`config.mk`:
```
export PLATFORM = sky130hd
export DESIGN_NAME = adc_sar_seq_ovs
export DESIGN_NICKNAME = d
export VERILOG_FILES = /design/src/rtl/adc_sar_seq_ovs.sv
export SDC_FILE = /design/constraint.sdc
export NUM_CORES = 1
export LEC_CHECK = 0
export BUFFER_PORTS_ARGS = -buffer_cell sky130_fd_sc_hd__buf_2
export CAP_MARGIN = 15
export CORE_MARGIN = 3
export CORE_UTILIZATION = 55
export DETAILED_ROUTE_END_ITERATION = 8
export PLACE_DENSITY = 0.74
export SLEW_MARGIN = 40
export SYNTH_ARGS = -nofsm -noshare
export SYNTH_HDL_FRONTEND = slang
export SYNTH_SLANG_ARGS = --single-unit
```
`constraint.sdc`:
```
create_clock -name clk -period 6.7 [get_ports clk]
set_input_delay 0.335 -clock clk [delete_from_list [all_inputs] [get_ports clk]]
set_output_delay 0.335 -clock clk [all_outputs]
set_load 0.01 [all_outputs]
```
`src/rtl/adc_sar_seq_ovs.sv`:
```
// SAR ADC sequencer with oversampling/averaging, channel sequencing and a result FIFO.
// All converter state advances on the divided tick; the FIFO and the soc edge detector run every clk.
//
// state    | meaning
// S_IDLE   | no conversion running, waiting for a latched soc
// S_RST    | DAC held in reset for one tick
// S_SAMPLE | sample switch closed for swidth+1 ticks
// S_CONV   | successive approximation, one bit per tick, MSB first
// S_DONE   | conversion complete, accumulate and pick the next conversion
module adc_sar_seq_ovs #(
   parameter int RES      = 10,
   parameter int NCH      = 8,
   parameter int SEQ_LEN  = 8,
   parameter int FIFO_AW  = 4,
   parameter int CLKDIV_W = 8,
   parameter int CHW      = (NCH > 1) ? $clog2(NCH) : 1
) (
   input  logic                       clk,
   input  logic                       rst,
   input  logic                       en,
   input  logic [CLKDIV_W-1:0]        clkdiv,
   input  logic [3:0]                 swidth,
   input  logic                       cmp,
   input  logic                       soc,
   input  logic [1:0]                 mode,
   input  logic [CHW-1:0]             ch_sel,
   input  logic [SEQ_LEN*(CHW+1)-1:0] seq_cfg,
   input  logic [2:0]                 osr,
   input  logic                       abort,
   output logic [CHW-1:0]             ch_sel_out,
   output logic                       sample_n,
   output logic                       dac_rst,
   output logic                       busy,
   output logic                       eoc,
   output logic [RES-1:0]             result,
   input  logic                       rd,
   output logic [CHW+RES-1:0]         rdata,
   output logic                       fifo_empty,
   output logic                       fifo_full,
   output logic [FIFO_AW:0]           fifo_level,
   input  logic [FIFO_AW:0]           fifo_thr,
   output logic                       fifo_above,
   output logic                       ovf,
   input  logic                       ovf_clr
);

   localparam int PW    = (SEQ_LEN > 1) ? $clog2(SEQ_LEN) : 1;
   localparam int BW    = (RES > 1) ? $clog2(RES) : 1;
   localparam int AW    = RES + 7;
   localparam int DEPTH = 1 << FIFO_AW;

   typedef enum logic [2:0] {S_IDLE, S_RST, S_SAMPLE, S_CONV, S_DONE} state_t;

   state_t               r_state;
   logic [CLKDIV_W-1:0]  r_div;
   logic [3:0]           r_scnt;
   logic [BW-1:0]        r_bit;
   logic [RES-1:0]       r_sar;
   logic [AW-1:0]        r_acc;
   logic [7:0]           r_ncv;
   logic [PW-1:0]        r_step;
   logic                 r_seq;
   logic                 r_cont;
   logic                 r_end;
   logic [2:0]           r_osr;
   logic [CHW-1:0]       r_ch;
   logic                 r_soc_d;
   logic                 r_soc_lat;
   logic                 r_fin;
   logic [RES-1:0]       r_fin_data;
   logic [CHW-1:0]       r_fin_ch;
   logic                 r_eoc;
   logic [RES-1:0]       r_result;

   logic [CHW+RES-1:0]   r_mem [DEPTH];
   logic [FIFO_AW-1:0]   r_wp;
   logic [FIFO_AW-1:0]   r_rp;
   logic [FIFO_AW:0]     r_level;
   logic                 r_ovf;

   logic                 w_tick;
   logic                 w_soc_rise;
   logic [PW-1:0]        w_next_ptr;
   logic [PW-1:0]        w_sptr;
   logic [CHW:0]         w_cfg;
   logic                 w_seq_nxt;
   logic [CHW-1:0]       w_ch_nxt;
   logic                 w_end_nxt;
   logic [AW-1:0]        w_sum;
   logic [7:0]           w_ncv_max;
   logic                 w_last_cv;
   logic                 w_start;
   logic                 w_fin_ok;
   logic                 w_full;
   logic                 w_empty;
   logic                 w_pop;
   logic                 w_push;
   logic                 w_drop;

   assign w_tick = en && (r_div >= clkdiv);

   always_ff @(posedge clk) begin
      if (rst) begin
         r_div <= '0;
      end else if (en) begin
         r_div <= (r_div >= clkdiv) ? '0 : r_div + 1'b1;
      end
   end

   // Step selection: from IDLE a job always begins at step 0.
   assign w_next_ptr = r_end ? '0 : r_step + 1'b1;
   assign w_sptr     = (r_state == S_IDLE) ? '0 : w_next_ptr;
   assign w_cfg      = seq_cfg[int'(w_sptr) * (CHW+1) +: (CHW+1)];
   assign w_seq_nxt  = (mode == 2'b01) || (mode == 2'b10);
   assign w_ch_nxt   = w_seq_nxt ? w_cfg[CHW-1:0] : ch_sel;
   assign w_end_nxt  = w_cfg[CHW] || (w_sptr == PW'(SEQ_LEN-1));
   assign w_sum      = r_acc + AW'(r_sar);
   assign w_ncv_max  = (8'd1 << r_osr) - 8'd1;
   assign w_last_cv  = (r_ncv == w_ncv_max);
   assign w_start    = ((r_state == S_IDLE) && r_soc_lat) ||
                       ((r_state == S_DONE) && w_last_cv && r_seq && (!r_end || r_cont));
   assign w_soc_rise = soc && !r_soc_d;
   assign w_fin_ok   = r_fin && !abort && !rst;

   always_ff @(posedge clk) begin
      if (rst) begin
         r_state    <= S_IDLE;
         r_scnt     <= '0;
         r_bit      <= '0;
         r_sar      <= '0;
         r_acc      <= '0;
         r_ncv      <= '0;
         r_step     <= '0;
         r_seq      <= 1'b0;
         r_cont     <= 1'b0;
         r_end      <= 1'b0;
         r_osr      <= '0;
         r_ch       <= '0;
         r_soc_d    <= 1'b0;
         r_soc_lat  <= 1'b0;
         r_fin      <= 1'b0;
         r_fin_data <= '0;
         r_fin_ch   <= '0;
         r_eoc      <= 1'b0;
         r_result   <= '0;
      end else begin
         r_soc_d <= soc;
         r_fin   <= 1'b0;
         r_eoc   <= w_fin_ok;
         if (w_fin_ok) r_result <= r_fin_data;

         if (w_soc_rise && !busy) r_soc_lat <= 1'b1;
         else if (w_tick)         r_soc_lat <= 1'b0;

         if (abort) begin
            r_state   <= S_IDLE;
            r_acc     <= '0;
            r_ncv     <= '0;
            r_step    <= '0;
            r_soc_lat <= 1'b0;
         end else if (w_tick) begin
            case (r_state)
               S_IDLE: r_state <= S_IDLE;
               S_RST: begin
                  r_state <= S_SAMPLE;
                  r_scnt  <= '0;
               end
               S_SAMPLE: begin
                  if (r_scnt == swidth) begin
                     r_state <= S_CONV;
                     r_sar   <= {1'b1, {(RES-1){1'b0}}};
                     r_bit   <= BW'(RES-1);
                  end else begin
                     r_scnt <= r_scnt + 1'b1;
                  end
               end
               // Resolve the bit under trial and raise the next lower one.
               S_CONV: begin
                  r_sar[r_bit] <= cmp;
                  if (r_bit != '0) begin
                     r_sar[r_bit - 1'b1] <= 1'b1;
                     r_bit               <= r_bit - 1'b1;
                  end else begin
                     r_state <= S_DONE;
                  end
               end
               S_DONE: begin
                  if (!w_last_cv) begin
                     r_acc   <= w_sum;
                     r_ncv   <= r_ncv + 1'b1;
                     r_state <= S_RST;
                  end else begin
                     r_fin      <= 1'b1;
                     r_fin_data <= RES'(w_sum >> r_osr);
                     r_fin_ch   <= r_ch;
                     r_acc      <= '0;
                     r_ncv      <= '0;
                     r_step     <= '0;
                     r_state    <= S_IDLE;
                  end
               end
               default: r_state <= S_IDLE;
            endcase
            // Step start overrides the DONE/IDLE outcome above.
            if (w_start) begin
               r_state <= S_RST;
               r_seq   <= w_seq_nxt;
               r_cont  <= (mode == 2'b10);
               r_osr   <= osr;
               r_ch    <= w_ch_nxt;
               r_end   <= w_end_nxt;
               r_step  <= w_sptr;
               r_acc   <= '0;
               r_ncv   <= '0;
            end
         end
      end
   end

   assign w_full  = (r_level == (FIFO_AW+1)'(DEPTH));
   assign w_empty = (r_level == '0);
   assign w_pop   = rd && !w_empty;
   assign w_push  = w_fin_ok && (!w_full || w_pop);
   assign w_drop  = w_fin_ok && w_full && !w_pop;

   always_ff @(posedge clk) begin
      if (rst) begin
         r_wp    <= '0;
         r_rp    <= '0;
         r_level <= '0;
         r_ovf   <= 1'b0;
      end else begin
         if (w_push) r_wp <= r_wp + 1'b1;
         if (w_pop)  r_rp <= r_rp + 1'b1;
         case ({w_push, w_pop})
            2'b10:   r_level <= r_level + 1'b1;
            2'b01:   r_level <= r_level - 1'b1;
            default: r_level <= r_level;
         endcase
         if (w_drop)       r_ovf <= 1'b1;
         else if (ovf_clr) r_ovf <= 1'b0;
      end
   end

   always_ff @(posedge clk) begin
      if (w_push) r_mem[r_wp] <= {r_fin_ch, r_fin_data};
   end

   assign rdata      = r_mem[r_rp];
   assign fifo_empty = w_empty;
   assign fifo_full  = w_full;
   assign fifo_level = r_level;
   assign fifo_above = (r_level > fifo_thr);
   assign ovf        = r_ovf;

   assign busy       = (r_state != S_IDLE) || r_fin;
   assign ch_sel_out = r_ch;
   assign sample_n   = (r_state != S_SAMPLE);
   assign dac_rst    = (r_state == S_RST);
   assign eoc        = r_eoc;
   assign result     = r_result;

endmodule

```
Word-level counts from Yosys, hierarchy flattened --
Memory sizes are Yosys's and may differ from the RTL's. A register that Yosys moved wholly into a read port is not among the register bits. Cells that the tools add are included.
Storage, ports and cells: flip-flop bits (word level) 107, RAM bits 208, input bits 65, output and inout bits 39, logic and storage cells 158, memories kept 1
Cells by class: add/subtract/negate cells 11, magnitude comparators 6, equal/unequal tests 18, shift-type cells 3, multiplexer cells 41, bitwise gates (word level) 4, reductions and logical operators 50
Memories:
- r_mem | words 16, width 13, rd ports 1, clocked after Yosys merged registers in 1, write ports 1, line 75 | logic [CHW+RES-1:0] r_mem [DEPTH];
Operators by type and width (number):
- two-way mux 17 bit | 3
- two-way mux 8 bit | 4
- indexed part select 32 x 6 -> 4 bit | 1
- two-way mux 3 bit | 9
- two-way mux 10 bit | 2
- two-way mux 4 bit | 5
- one-hot mux 10 bit (2 select lines) | 1
- adder 17 x 10 -> 17 bit | 1
- right shift 17 x 3 -> 10 bit | 1
- adder 8 x 1 -> 8 bit (second input constant) | 2
- one-hot mux 4 bit (2 select lines) | 2
- logical AND 1 bit | 15
- nonzero test 2 bit | 7
- adder 4 x 1 -> 4 bit (second input constant) | 3
- one-hot mux 3 bit (4 select lines) | 1
- AND reduction 4 bit | 3
- bitwise mux 10 bit | 1
- less-than comparator 4 x 5 -> 1 bit (second input constant) | 2
- two-way mux 1 bit | 10
- OR 10 bit | 1
- one-hot mux 5 bit (2 select lines) | 1
- AND reduction 3 bit | 3
- demux 1 bit (select 4 bit) | 2
- == test 8 bit | 1
- other kinds (30) | 52

Logic depth before layout (Yosys ltp) --
word-level depth 9, mapped depth 16, mapped depth without buffers 12

Worst setup path before layout --
Ideal clock, no wire load.
kind register to register, from reg r_osr[2], to reg r_osr[0], setup time 0.128 ns, data arrival time 3.007 ns, data required time 6.572 ns, path slack 3.565 ns, stages on the path, launching flop included 17, buffers on the path 5, period minus slack after synthesis 3.135 ns, path through dfxtp_1 > buf_6 > clkbuf_1 > inv_1 > clkbuf_1 > nand2_1 > ha_1 > buf_2 > xor2_1 > mux2_2 > a211oi_1 > a2111oi_4 > a31oi_1 > or3_4 > buf_6 > mux2i_1 > nor2_1
On the way: cells in the longest elaborated chain, start to end 8
Ends and longest elaborated chain:
- from (decl) | line 65 | logic [2:0] r_osr;
- from (signal assigned) | line 209 | r_osr <= osr;
- << shifter 1 x 3 -> 8 bit | line 118 | assign w_ncv_max = (8'd1 << r_osr) - 8'd1;
- subtractor 8 x 1 -> 8 bit | line 118
- == test 8 bit | line 119 | assign w_last_cv = (r_ncv == w_ncv_max);
- logical AND 1 bit (3 in series) | line 121 | ((r_state == S_DONE) && w_last_cv && r_seq && (!r_end || r_cont));
- logical OR 1 bit | line 120 | assign w_start = ((r_state == S_IDLE) && r_soc_lat) ||
- AND reduction 3 bit (no line)
No other way between the ends. A chain may end at the register's enable or synchronous reset.

Worst setup path in the final report --
from reg r_osr[2], to reg r_fin_data[8]
On the way: cells in the longest elaborated chain, start to end 4, elaborated cells between the ends (all ways) 5, those cells by class add/sub: 1; eq/ne: 1; shift: 2; reduce/logical: 1
Ends and longest elaborated chain:
- << shifter 1 x 3 -> 8 bit | line 118
- subtractor 8 x 1 -> 8 bit | line 118
- == test 8 bit | line 119
- AND reduction 4 bit (no line)
- to (signal assigned) | line 194 | r_fin_data <= RES'(w_sum >> r_osr);
- to (decl) | line 70 | logic [RES-1:0] r_fin_data;
Several ways; a longest one is shown, not always the timed one.

==> results.json <==
{
  "wl_per_cell_um": 19.89,
  "synth_edf_count": 208,
  "end_kind": "flop",
  "powerDensity_nw_per_um2": 252.2,
  "r2r-end": "r_fin_data[8]$_SDFFE_PP0P_",
  "grt_max_degree": 61,
  "cts_buffers": 34,
  "row_count": 59,
  "status": "complete, no violations",
  "grt_pass1_wl_um": 52630,
  "placed_cell_area_um2": 15700,
  "cp.required_ns": 7.11,
  "drc": 0,
  "design_area_um2": 16830,
  "dieArea_um2": 28930,
  "start_kind": "flop",
  "cts_hold_buf": 0,
  "final_cell_mix": "edfxtp_1, nor2_1, nand2_1, dfxtp_1, buf_2",
  "cts.path.max_buffers": 3,
  "clkTransAtPathRegs_ns": 0.06,
  "hold_viol": 0,
  "slew_viol_final": 0,
  "cts_root_buf": "clkbuf_16",
  "vias_per_cell": 5.962,
  "async_flop_share_pct": 0,
  "final_antenna_net_count": 0,
  "nFillCells": 1979,
  "cp-startpoint": "r_osr[2]$_SDFFE_PP0P_",
  "whs_ns": 0.04960,
  "yosysWarnings": 0,
  "postSynthCellCount": 1189,
  "setup_viol": 0,
  "drive_above_1_share_pct": 20.59,
  "slowest_delay_ns": 0.63,
  "grt_pass1_vias": 9853,
  "nets": 1395,
  "post_cts_buffers": 0,
  "antenna_found_initial": 0,
  "cp.arrival_ns": 4.05,
  "first_pass_iters": 5,
  "ir_drop_uv": 186.1,
  "worst-path-max-fanout": 26,
  "insertion_delay_ns": 0.53,
  "start_util_pct": 56.35,
  "diodes": 0,
  "ctsResizeCount": 0,
  "tightest_slew_ns": 0.8400,
  "area_delta_synth_final_pct": 13.62,
  "grt_overflow": 0,
  "holdCritPathClass": "primary input to flop",
  "timing.final.crit_share_pct": 54.27,
  "cts_tree": "done",
  "vias": 9814,
  "finalPower_w": 0.004244,
  "hpwl_um": 20910,
  "synthDistinctLibCells": 69,
  "core-area_um2": 26280,
  "r2r-start": "r_osr[2]$_SDFFE_PP0P_",
  "ff2ff_setup_slack_ns": 3.06,
  "avgSynthCellArea_um2": 12.46,
  "synth_nets": 1299,
  "crit_type": "flop to flop",
  "cpMaxStageDelayCell": "and3_1",
  "hold_start": "osr[1]",
  "finalSetupTns_ns": 0,
  "hold-path-endpoint": "r_osr[1]$_SDFFE_PP0P_",
  "multi_input_comb_area_um2": 5979,
  "slew_headroom_pct": 43.92,
  "synth_area_um2": 14810,
  "layout_commonest_cell": "edfxtp_1",
  "cap_violations": 0,
  "reg2reg_depth": 11,
  "cpLargestDelayFamily": "compound AO/OA/AOI/OAI gates",
  "fp.dieH_um": 170.1,
  "die_width_um": 170.1,
  "htreeDepth": 2,
  "synthFlopType": "edfxtp_1",
  "drt_wl_total_um": 32740,
  "max_freq_mhz": 275.0,
  "p_leak_nw": 6.495,
  "yosysSeqAreaShare_pct": 57.18,
  "io_buffers": 102,
  "cp.buffers_inverters": 1,
  "first_iter_violations": 774,
  "min_period_ns": 3.636,
  "regArea_um2": 8474,
  "rsz0062_at_grt": "false",
  "worstPathCellList": "buf_4 -> or3_4 -> ha_1 -> xnor2_1 -> o21ai_1 -> a32oi_1 -> a2111oi_4 -> and3_1 -> o311ai_0 -> a31oi_1 -> a21oi_1",
  "ys_ff_latch": 319,
  "gp_congestion": 0.8779,
  "grt_use_total_pct": 23.02,
  "fin_worst_skew_ns": 0.01871,
  "worstHoldPathCells": 3,
  "ios": 104,
  "clock_sinks": 319
}
area by class of cell:
| cell class | instances | share of cell area (%) |
|---|---|---|
| flip-flops and latches | 319 | 50.36 |
| multi-input cells | 765 | 35.54 |
| clock buffers | 40 | 5.250 |
| repair buffers | 124 | 4.038 |
| well taps | 335 | 2.491 |
| clock inverters | 22 | 1.405 |
| inverters | 41 | 0.9146 |
layer usage:
metal	vias up	wire [um]	global-route usage (%)
met5	-	0	0
met4	0	952	7.372
met3	65	1878	3.624
met2	318	16250	39.07
met1	4774	13660	30.68
li1	4657	-	-
state kept, by name (all words and copies together) (netlist names), 4 cells and up, named ones only:
name and count:
fifo_level 5, r_scnt 4, r_fin_data 10, r_ncv 8
r_sar 10, r_wp 4, r_div 8, r_rp 4
r_mem 208, r_acc 17, r_bit 4, result 10
kinds of logic (layout without fill, tap and decap cells):
kind of cell / count (synthesis) / after routing / share of synthesized area, %
flops: 319 / 319 / 57.18
fa+ha+maj: 45 / 45 / 3.903
compound gates: 199 / 199 / 9.201
xor+xnor: 53 / 53 / 3.134
buf+inv: 105 / 227 / 2.864
simple gates: 368 / 368 / 11.37
mux: 100 / 100 / 12.34
cells in the mapped netlist (7+ instances only):
cell	instances	area, um^2
clkbuf_1	45	168.9
nand2b_1	12	75.07
nor2_1	124	465.5
ha_1	43	538.0
mux4_2	66	1486
a21oi_1	52	260.3
xnor2_1	23	201.4
nand3_1	27	135.1
mux2i_1	33	330.3
a22oi_1	9	67.56
inv_1	41	153.9
a31oi_1	8	50.05
nand4_1	12	75.07
xor2_1	30	262.8
or3_1	7	43.79
o21ai_0	30	150.1
dfxtp_1	111	2222
nor3_1	25	125.1
edfxtp_1	208	6246
o31ai_1	7	52.55
and3_1	12	75.07
buf_1	10	37.54
a211oi_1	21	157.7
nand2_1	108	405.4
nor2b_1	16	100.1
how the worst max path moves through the flow:
stage	end	depth (start not counted)
2_1_floorplan	r_osr[0]$_SDFFE_PP0P_	16
3_3_place_gp	r_mem[12][3]$_DFFE_PP_	7
3_5_place_dp	r_mem[8][7]$_DFFE_PP_	8
4_1_cts	r_fin_data[8]$_SDFFE_PP0P_	11
5_1_grt	r_fin_data[8]$_SDFFE_PP0P_	12
6_report	r_fin_data[8]$_SDFFE_PP0P_	11
worst min-delay path, cell delays in order:
cell and delay (ns):
buf_2 0.07, mux2i_1 0.05, nor2_1 0.07
through the flow:
step	cells	setup WS (ns)	util, %
6_report	1646	3.064	64.03
3_5_place_dp	1584	2.917	59.75
3_3_place_gp	1584	3.074	59.65
4_1_cts	1646	3.084	64.01
2_1_floorplan	1189	3.565	-
5_1_grt	1646	2.858	64.03
report_power, final:
| group | leakage (nW) | internal [W] | switching [W] |
|---|---|---|---|
| registers | 3.20 | 0.00208 | 0.0000130 |
| logic | 2.75 | 0.000135 | 0.000164 |
| clock network | 0.546 | 0.00108 | 0.000773 |
| total | 6.49 | 0.00329 | 0.000950 |
Note: power is estimated with default switching activity, not from simulation.
